File: config.mk
export PLATFORM = sky130hd
export DESIGN_NAME = pe_output_drain_flat
export DESIGN_NICKNAME = d
export VERILOG_FILES = /design/src/rtl/pe_pkg.sv /design/src/rtl/pe_output_drain_if.sv /design/src/rtl/pe_sync_fifo.sv /design/src/rtl/pe_output_drain.sv /design/src/flat_wrapper.sv
export SDC_FILE = /design/constraint.sdc
export NUM_CORES = 1
export LEC_CHECK = 0
export ABC_AREA = 1
export BUFFER_PORTS_ARGS = -buffer_cell sky130_fd_sc_hd__buf_2
export CAP_MARGIN = 20
export CORE_MARGIN = 10
export CORE_UTILIZATION = 56
export DETAILED_ROUTE_END_ITERATION = 10
export PLACE_DENSITY_LB_ADDON = 0.12
export SETUP_SLACK_MARGIN = 0.4
export SLEW_MARGIN = 20
export SYNTH_ARGS = -nofsm -noshare
export SYNTH_HDL_FRONTEND = slang
export SYNTH_SLANG_ARGS = --single-unit
File: constraint.sdc
create_clock -name clk -period 4.1 [get_ports clk]
set_clock_uncertainty 0.05 [all_clocks]
set_input_delay 0.615 -clock clk [delete_from_list [all_inputs] [get_ports clk]]
set_output_delay 0.615 -clock clk [all_outputs]
set_load 0.01 [all_outputs]
File: src/rtl/pe_pkg.sv
// pe_pkg: shared PE-group types and saturation helpers for the output drain.
package pe_pkg;
    localparam int DEFAULT_DATA_WIDTH = 32;
    localparam int DEFAULT_OUT_WIDTH  = 8;
    typedef enum logic [1:0] {IDLE, RUN, DONE} drain_state_e;
    function automatic longint sat_max(int w);
        return (longint'(1) <<< (w - 1)) - 1;
    endfunction
    function automatic longint sat_min(int w);
        return -(longint'(1) <<< (w - 1));
    endfunction
endpackage

File: src/rtl/pe_output_drain_if.sv
// pe_output_drain_if: config, PE input stream and FIFO readback signals of the drain.
interface pe_output_drain_if
    import pe_pkg::*;
#(
    parameter int DataWidth  = DEFAULT_DATA_WIDTH,
    parameter int OutWidth   = DEFAULT_OUT_WIDTH,
    parameter int FifoDepth  = 16,
    parameter int CountWidth = 16
);
    logic                         cfg_valid;
    logic                         cfg_rdy;
    logic [DataWidth-1:0]         cfg_bias;
    logic [4:0]                   cfg_shift;
    logic [CountWidth-1:0]        cfg_count;
    logic                         in_valid;
    logic                         in_rdy;
    logic [DataWidth-1:0]         in_data;
    logic                         out_valid;
    logic                         out_rdy;
    logic [OutWidth-1:0]          out_data;
    logic [$clog2(FifoDepth):0]   level;
    logic                         done;
    modport slave (
        input  cfg_valid, cfg_bias, cfg_shift, cfg_count, in_valid, in_data, out_rdy,
        output cfg_rdy, in_rdy, out_valid, out_data, level, done
    );
    modport master (
        output cfg_valid, cfg_bias, cfg_shift, cfg_count, in_valid, in_data, out_rdy,
        input  cfg_rdy, in_rdy, out_valid, out_data, level, done
    );
endinterface

File: src/rtl/pe_sync_fifo.sv
// pe_sync_fifo: synchronous FIFO with occupancy output and global clock enable.
module pe_sync_fifo #(
    parameter int Width = 8,
    parameter int Depth = 16
) (
    input  logic                     clk,
    input  logic                     rst,
    input  logic                     clk_en,
    input  logic                     push_i,
    input  logic [Width-1:0]         push_data_i,
    input  logic                     pop_i,
    output logic [Width-1:0]         pop_data_o,
    output logic                     empty_o,
    output logic [$clog2(Depth):0]   level_o
);
    localparam int AW = $clog2(Depth);
    logic [Width-1:0] mem_q [Depth];
    logic [AW-1:0] wr_ptr_q, wr_ptr_d, rd_ptr_q, rd_ptr_d;
    logic [AW:0] level_q, level_d;
    logic push, pop, full;
    assign full = level_q == (AW + 1)'(Depth);
    assign empty_o = level_q == '0;
    assign level_o = level_q;
    assign push = clk_en && push_i;
    assign pop = clk_en && pop_i && !empty_o;
    assign pop_data_o = empty_o ? '0 : mem_q[rd_ptr_q];
    always_comb begin
        wr_ptr_d = push ? wr_ptr_q + 1'b1 : wr_ptr_q;
        rd_ptr_d = pop ? rd_ptr_q + 1'b1 : rd_ptr_q;
        level_d = level_q + (AW + 1)'(push) - (AW + 1)'(pop);
    end
    always_ff @(posedge clk) begin
        if (rst) begin
            wr_ptr_q <= '0;
            rd_ptr_q <= '0;
            level_q <= '0;
        end else begin
            wr_ptr_q <= wr_ptr_d;
            rd_ptr_q <= rd_ptr_d;
            level_q <= level_d;
        end
    end
    always_ff @(posedge clk) begin
        if (push) mem_q[wr_ptr_q] <= push_data_i;
    end
    // Upstream credit accounting must never let a push land on a full FIFO.
    assert property (@(posedge clk) disable iff (rst) !(push && full && !pop));
endmodule

File: src/rtl/pe_output_drain.sv
// pe_output_drain: bias + round/shift + saturate PE sums into an output FIFO; counts results to done.
// Define PE_DRAIN_RELU_EN to clamp negative activations to zero.
module pe_output_drain
    import pe_pkg::*;
#(
    parameter int DataWidth  = DEFAULT_DATA_WIDTH,
    parameter int OutWidth   = DEFAULT_OUT_WIDTH,
    parameter int FifoDepth  = 16,
    parameter int CountWidth = 16
) (
    input logic clk,
    input logic rst,
    input logic clk_en,
    pe_output_drain_if.slave bus
);
    localparam int DW1 = DataWidth + 1;
    localparam int LW = $clog2(FifoDepth) + 1;
    localparam logic signed [DataWidth:0] SUM_MAX = DW1'(sat_max(DataWidth));
    localparam logic signed [DataWidth:0] SUM_MIN = DW1'(sat_min(DataWidth));
    localparam logic signed [DataWidth:0] OUT_MAX = DW1'(sat_max(OutWidth));
    localparam logic signed [DataWidth:0] OUT_MIN = DW1'(sat_min(OutWidth));
    drain_state_e state_q, state_d;
    logic signed [DataWidth-1:0] bias_q, bias_d, s1_q, s1_d;
    logic signed [OutWidth-1:0] s2_q, s2_d;
    logic signed [DataWidth:0] sum_w, rnd_w, shf_w, act_w;
    logic [4:0] shift_q, shift_d;
    logic [CountWidth-1:0] remaining_q, remaining_d;
    logic s1_vld_q, s2_vld_q;
    logic [1:0] inflight;
    logic cfg_fire, accept, pop, in_rdy, empty;
    logic [LW-1:0] level;
    logic [OutWidth-1:0] fifo_data;
    assign inflight = {1'b0, s1_vld_q} + {1'b0, s2_vld_q};
    assign cfg_fire = clk_en && bus.cfg_valid && state_q == IDLE;
    assign accept = clk_en && bus.in_valid && in_rdy;
    assign pop = clk_en && bus.out_rdy && !empty;
    always_comb begin
        in_rdy = state_q == RUN && remaining_q != '0 &&
                 (LW + 1)'(level) + (LW + 1)'(inflight) < (LW + 1)'(FifoDepth);
        state_d = state_q == IDLE ? (cfg_fire ? (bus.cfg_count == '0 ? DONE : RUN) : IDLE)
                : state_q == RUN  ? (remaining_q == '0 && inflight == 2'd0 ? DONE : RUN)
                : (level == '0 ? IDLE : DONE);
        bias_d = cfg_fire ? $signed(bus.cfg_bias) : bias_q;
        shift_d = cfg_fire ? bus.cfg_shift : shift_q;
        remaining_d = cfg_fire ? bus.cfg_count : accept ? remaining_q - 1'b1 : remaining_q;
        sum_w = DW1'($signed(bus.in_data)) + DW1'(bias_q);
        s1_d = sum_w > SUM_MAX ? DataWidth'(SUM_MAX) : sum_w < SUM_MIN ? DataWidth'(SUM_MIN) : DataWidth'(sum_w);
        // Round half up: add 2^(shift-1) before the arithmetic shift.
        rnd_w = DW1'(s1_q) + (shift_q != 5'd0 ? DW1'(1) << (shift_q - 5'd1) : DW1'(0));
        shf_w = rnd_w >>> shift_q;
`ifdef PE_DRAIN_RELU_EN
        act_w = shf_w[DataWidth] ? '0 : shf_w;
`else
        act_w = shf_w;
`endif
        s2_d = act_w > OUT_MAX ? OutWidth'(OUT_MAX) : act_w < OUT_MIN ? OutWidth'(OUT_MIN) : OutWidth'(act_w);
    end
    always_ff @(posedge clk) begin
        if (rst) begin
            state_q <= IDLE;
            bias_q <= '0;
            shift_q <= '0;
            remaining_q <= '0;
            s1_vld_q <= 1'b0;
            s2_vld_q <= 1'b0;
            s1_q <= '0;
            s2_q <= '0;
        end else if (clk_en) begin
            state_q <= state_d;
            bias_q <= bias_d;
            shift_q <= shift_d;
            remaining_q <= remaining_d;
            s1_vld_q <= accept;
            s2_vld_q <= s1_vld_q;
            s1_q <= s1_d;
            s2_q <= s2_d;
        end
    end
    pe_sync_fifo #(.Width(OutWidth), .Depth(FifoDepth)) u_fifo (
        .clk(clk),
        .rst(rst),
        .clk_en(clk_en),
        .push_i(s2_vld_q),
        .push_data_i(s2_q),
        .pop_i(pop),
        .pop_data_o(fifo_data),
        .empty_o(empty),
        .level_o(level)
    );
    assign bus.cfg_rdy = state_q == IDLE;
    assign bus.in_rdy = in_rdy;
    assign bus.out_valid = !empty;
    assign bus.out_data = fifo_data;
    assign bus.level = level;
    assign bus.done = state_q == DONE;
endmodule

File: src/flat_wrapper.sv
// flat-port wrapper written by rule: the top's interface ports become plain ports
module pe_output_drain_flat import pe_pkg::*;
#(
    parameter int DataWidth  = DEFAULT_DATA_WIDTH,
    parameter int OutWidth   = DEFAULT_OUT_WIDTH,
    parameter int FifoDepth  = 16,
    parameter int CountWidth = 16
)
  (clk, rst, clk_en, bus_cfg_valid, bus_cfg_bias, bus_cfg_shift, bus_cfg_count, bus_in_valid, bus_in_data, bus_out_rdy, bus_cfg_rdy, bus_in_rdy, bus_out_valid, bus_out_data, bus_level, bus_done);
  pe_output_drain_if #(.DataWidth(DataWidth), .OutWidth(OutWidth), .FifoDepth(FifoDepth), .CountWidth(CountWidth)) bus_i ();
  input logic clk;
  input logic rst;
  input logic clk_en;
  input wire logic [$bits(bus_i.cfg_valid)-1:0] bus_cfg_valid;
  input wire logic [$bits(bus_i.cfg_bias)-1:0] bus_cfg_bias;
  input wire logic [$bits(bus_i.cfg_shift)-1:0] bus_cfg_shift;
  input wire logic [$bits(bus_i.cfg_count)-1:0] bus_cfg_count;
  input wire logic [$bits(bus_i.in_valid)-1:0] bus_in_valid;
  input wire logic [$bits(bus_i.in_data)-1:0] bus_in_data;
  input wire logic [$bits(bus_i.out_rdy)-1:0] bus_out_rdy;
  output wire logic [$bits(bus_i.cfg_rdy)-1:0] bus_cfg_rdy;
  output wire logic [$bits(bus_i.in_rdy)-1:0] bus_in_rdy;
  output wire logic [$bits(bus_i.out_valid)-1:0] bus_out_valid;
  output wire logic [$bits(bus_i.out_data)-1:0] bus_out_data;
  output wire logic [$bits(bus_i.level)-1:0] bus_level;
  output wire logic [$bits(bus_i.done)-1:0] bus_done;
  assign bus_i.cfg_valid = bus_cfg_valid;
  assign bus_i.cfg_bias = bus_cfg_bias;
  assign bus_i.cfg_shift = bus_cfg_shift;
  assign bus_i.cfg_count = bus_cfg_count;
  assign bus_i.in_valid = bus_in_valid;
  assign bus_i.in_data = bus_in_data;
  assign bus_i.out_rdy = bus_out_rdy;
  assign bus_cfg_rdy = bus_i.cfg_rdy;
  assign bus_in_rdy = bus_i.in_rdy;
  assign bus_out_valid = bus_i.out_valid;
  assign bus_out_data = bus_i.out_data;
  assign bus_level = bus_i.level;
  assign bus_done = bus_i.done;
  pe_output_drain #(.DataWidth(DataWidth), .OutWidth(OutWidth), .FifoDepth(FifoDepth), .CountWidth(CountWidth)) u_core (.clk(clk), .rst(rst), .clk_en(clk_en), .bus(bus_i));
endmodule
==> results.sh <==
export IMPL_path_class="register to register"
export IMPL_sw_frac_of_total_pct=35.5
export IMPL_overflow=0
export IMPL_synth_seq_area_share_pct=35.8
export IMPL_grt_pass1_wl_mm=83.0
export IMPL_yosys_top_cells_area="edfxtp_1, dfxtp_1, nand2_1"
export IMPL_crit_path_frequent_cell="nand2_4"
export IMPL_hold_path_class="input pin to register"
export IMPL_crit_slowest_cell="dfxtp_4"
export IMPL_setup_violations=0
export IMPL_p_clk_share_pct=29.5
export IMPL_vias=17100
export IMPL_first_global_vias=16100
export IMPL_die_height_um=195
export IMPL_cts_root_buf="clkbuf_16"
export IMPL_maxSlewHeadroom_pct=38.8
export IMPL_tightest_slew_ns=0.917
export IMPL_ys_ff_latch=242
export IMPL_row_count=63
export IMPL_status="complete, no violations"
export IMPL_ys_async_sr_fraction_pct=0
export IMPL_cap_violations=0
export IMPL_gp_congestion=0.942
export IMPL_syn_inst=2419
export IMPL_reg2reg_depth=34
export IMPL_synth_edf_count=128
export IMPL_whs_path_depth=3
export IMPL_fmax_mhz=252
export IMPL_start_util_pct=57.2
export IMPL_routedWlPerCell_um=17.6
export IMPL_ys_types=64
export IMPL_power_leakage_uw=0.00960
export IMPL_ys_flop_type="edfxtp_1"
export IMPL_fin_cells=3003
export IMPL_num_fill_cells=2479
export IMPL_drv_slew=0
export IMPL_port_buffers=107
export IMPL_die_width_um=195
export IMPL_synth_warnings=0
export IMPL_power_per_cell_area_nw_per_um2=369
export IMPL_routed_wl_mm=52.8
export IMPL_fin_crit_ns=3.97
export IMPL_drc=0
export IMPL_synth_top_area_share_pct=22.5
export IMPL_synth_nets=2594
export IMPL_power_frac_seq_pct=36.5
export IMPL_irDropWorstVdd_uv=356
export IMPL_pre_cts_slack_ns=-0.0450
export IMPL_min_period_over_period_pct=96.9
export IMPL_critPathLaunchType="register"
export IMPL_clock_latency_ns=0.54
export IMPL_cp_max_fo=7
export IMPL_combPwrFrac_pct=34.1
export IMPL_p_switching_uw=2770
export IMPL_drive_above_1_share_pct=26.1
export IMPL_grt_usage_pct=26.0
export IMPL_dp_hpwl_mm=39.0
export IMPL_viasPerCell=5.70
export IMPL_antenna_found_initial=0
export IMPL_layout_commonest_cell="nand2_1"
export IMPL_cts_tree="done"
export IMPL_critical_path_arrival_ns=4.32
export IMPL_diodes=0
export IMPL_grt_max_degree=65
export IMPL_rsz0062_at_grt="yes"
export IMPL_layout_setup_ws_ns=0.128
export IMPL_syn_avg_cell_area_um2=7.06
export IMPL_die_area_um2=37900
export IMPL_yosys_area_top_type="edfxtp_1"
export IMPL_clock_sinks=242
export IMPL_cp_required_ns=4.45
export IMPL_core_area_um2=29900
export IMPL_end_kind="register"
export IMPL_clkSlewWorstSetupHoldPaths_ns=0.06
export IMPL_cts_buffer_depth=3
export IMPL_placed_cells=2938
export IMPL_holdBufCountCts=0
export IMPL_ant_nets=0
export IMPL_final_nets=2768
export IMPL_synth_area_um2=17100
export IMPL_slowest_delay_ns=0.36
export IMPL_syn_to_final_growth_pct=23.6
export IMPL_intPower_uw=5030
export IMPL_r2r_slack_ns=0.13
export IMPL_drtPass1Iterations=6
export IMPL_finalHoldViolations=0
export IMPL_numCtsBuffers=27
export IMPL_layout_common_cells="nand2_1, nor2_1, inv_1"
export IMPL_first_iter_violations=1401
export IMPL_h_tree_depth=1
export IMPL_boundaryPins=108
[cell families after synthesis]
logic type | count (synthesis) | share of synthesized area, %
AO/OA/AOI/OAI | 390 | 13.3
XOR/XNOR | 45 | 2.35
adder cells (fa/ha/maj) | 84 | 6.28
buffers and inverters | 342 | 8.00
flip-flops | 242 | 35.8
multiplexers | 1 | 0.0586
other | 1 | 0.0219
AND/OR/NAND/NOR | 1314 | 34.2
[power by group through the flow]
| stage | logic [µW] | clock network [µW] | registers [µW] |
|---|---|---|---|
| floorplan | 1630 | 0 | 2830 |
| global placement | 2310 | 0 | 2870 |
| detailed placement | 2340 | 0 | 2880 |
| CTS | 2450 | 2310 | 2830 |
| global route | 2930 | 2420 | 2860 |
| finish | 2650 | 2300 | 2840 |
[metal layers]
metal  share of wire (%)  GRT usage (%)  up-vias
met3                 7.1           3.84      114
li1                    -              -     8439
met1                  43           35.4     7883
met2                  47           42.4      677
met5                   0              0        -
met4                 2.9           6.64        0
[repair_timing]
| item | in CTS | in global routing |
|---|---|---|
| buffers inserted | 10 | 6 |
| pin swaps | 70 | 59 |
| cloned | 0 | 0 |
| setup endpoints to repair | 7 | 9 |
| gates resized for setup | 130 | 230 |
[metrics by stage]
stage	hold slack, ns	setup TNS (ns)	util, %	total power, µW	instance area, µm²
3_5_place_dp	0.414	-0.254	62.3	5210	18600
4_1_cts	0.262	0	67.2	7590	20100
5_1_grt	0.297	-0.706	70.7	8220	21100
6_report	0.276	0	70.7	7790	21100
3_3_place_gp	0.404	-0.00403	62.3	5180	18600
2_1_floorplan	0.385	0	-	4460	17200
[worst paths after layout]
check	to	from
min	u_core.bias_q[23]	bus_cfg_bias[23]
max reg2reg	u_core.s2_q[2]	u_core.shift_q[0]
min reg2reg	u_core.remaining_q[0]	u_core.remaining_q[0]
max	u_core.s2_q[2]	u_core.shift_q[0]
[final cells by class]
cell class | instances | area (µm²) | area share [%]
Sequential cell | 242 | 6140 | 29.1
Timing Repair Buffer | 246 | 1590 | 7.53
Clock inverter | 14 | 133 | 0.628
Tap cell | 390 | 488 | 2.31
Inverter | 241 | 912 | 4.32
Clock buffer | 35 | 706 | 3.34
Multi-Input combinational cell | 1835 | 11200 | 52.8
[cells in the mapped netlist, types with 27 or more instances]
cell type    n
a21oi_1    103
clkbuf_1    54
dfxtp_1    114
edfxtp_1   128
ha_1        81
inv_1      228
nand2_1    583
nand3_1    293
nand3_2     33
nor2_1     310
o21ai_0    180
xor2_1      27
[critical path: cells and delay by family (launching register included)]
kind | cells | cell delay, ns
AND/OR/NAND/NOR | 29 | 2.73
flip-flops | 1 | 0.36
buffers and inverters | 3 | 0.19
adder cells (fa/ha/maj) | 2 | 0.50
[sequential cells by signal (all words and copies together) (netlist names), 5 cells and up, named ones only]
register / flops
u_core.bias_q: 32
u_core.u_fifo.level_o: 5
u_core.shift_q: 5
u_core.remaining_q: 16
u_core.s1_q: 32
u_core.u_fifo.mem_q: 128
u_core.s2_q: 8
(Power assumes the default switching activity.)
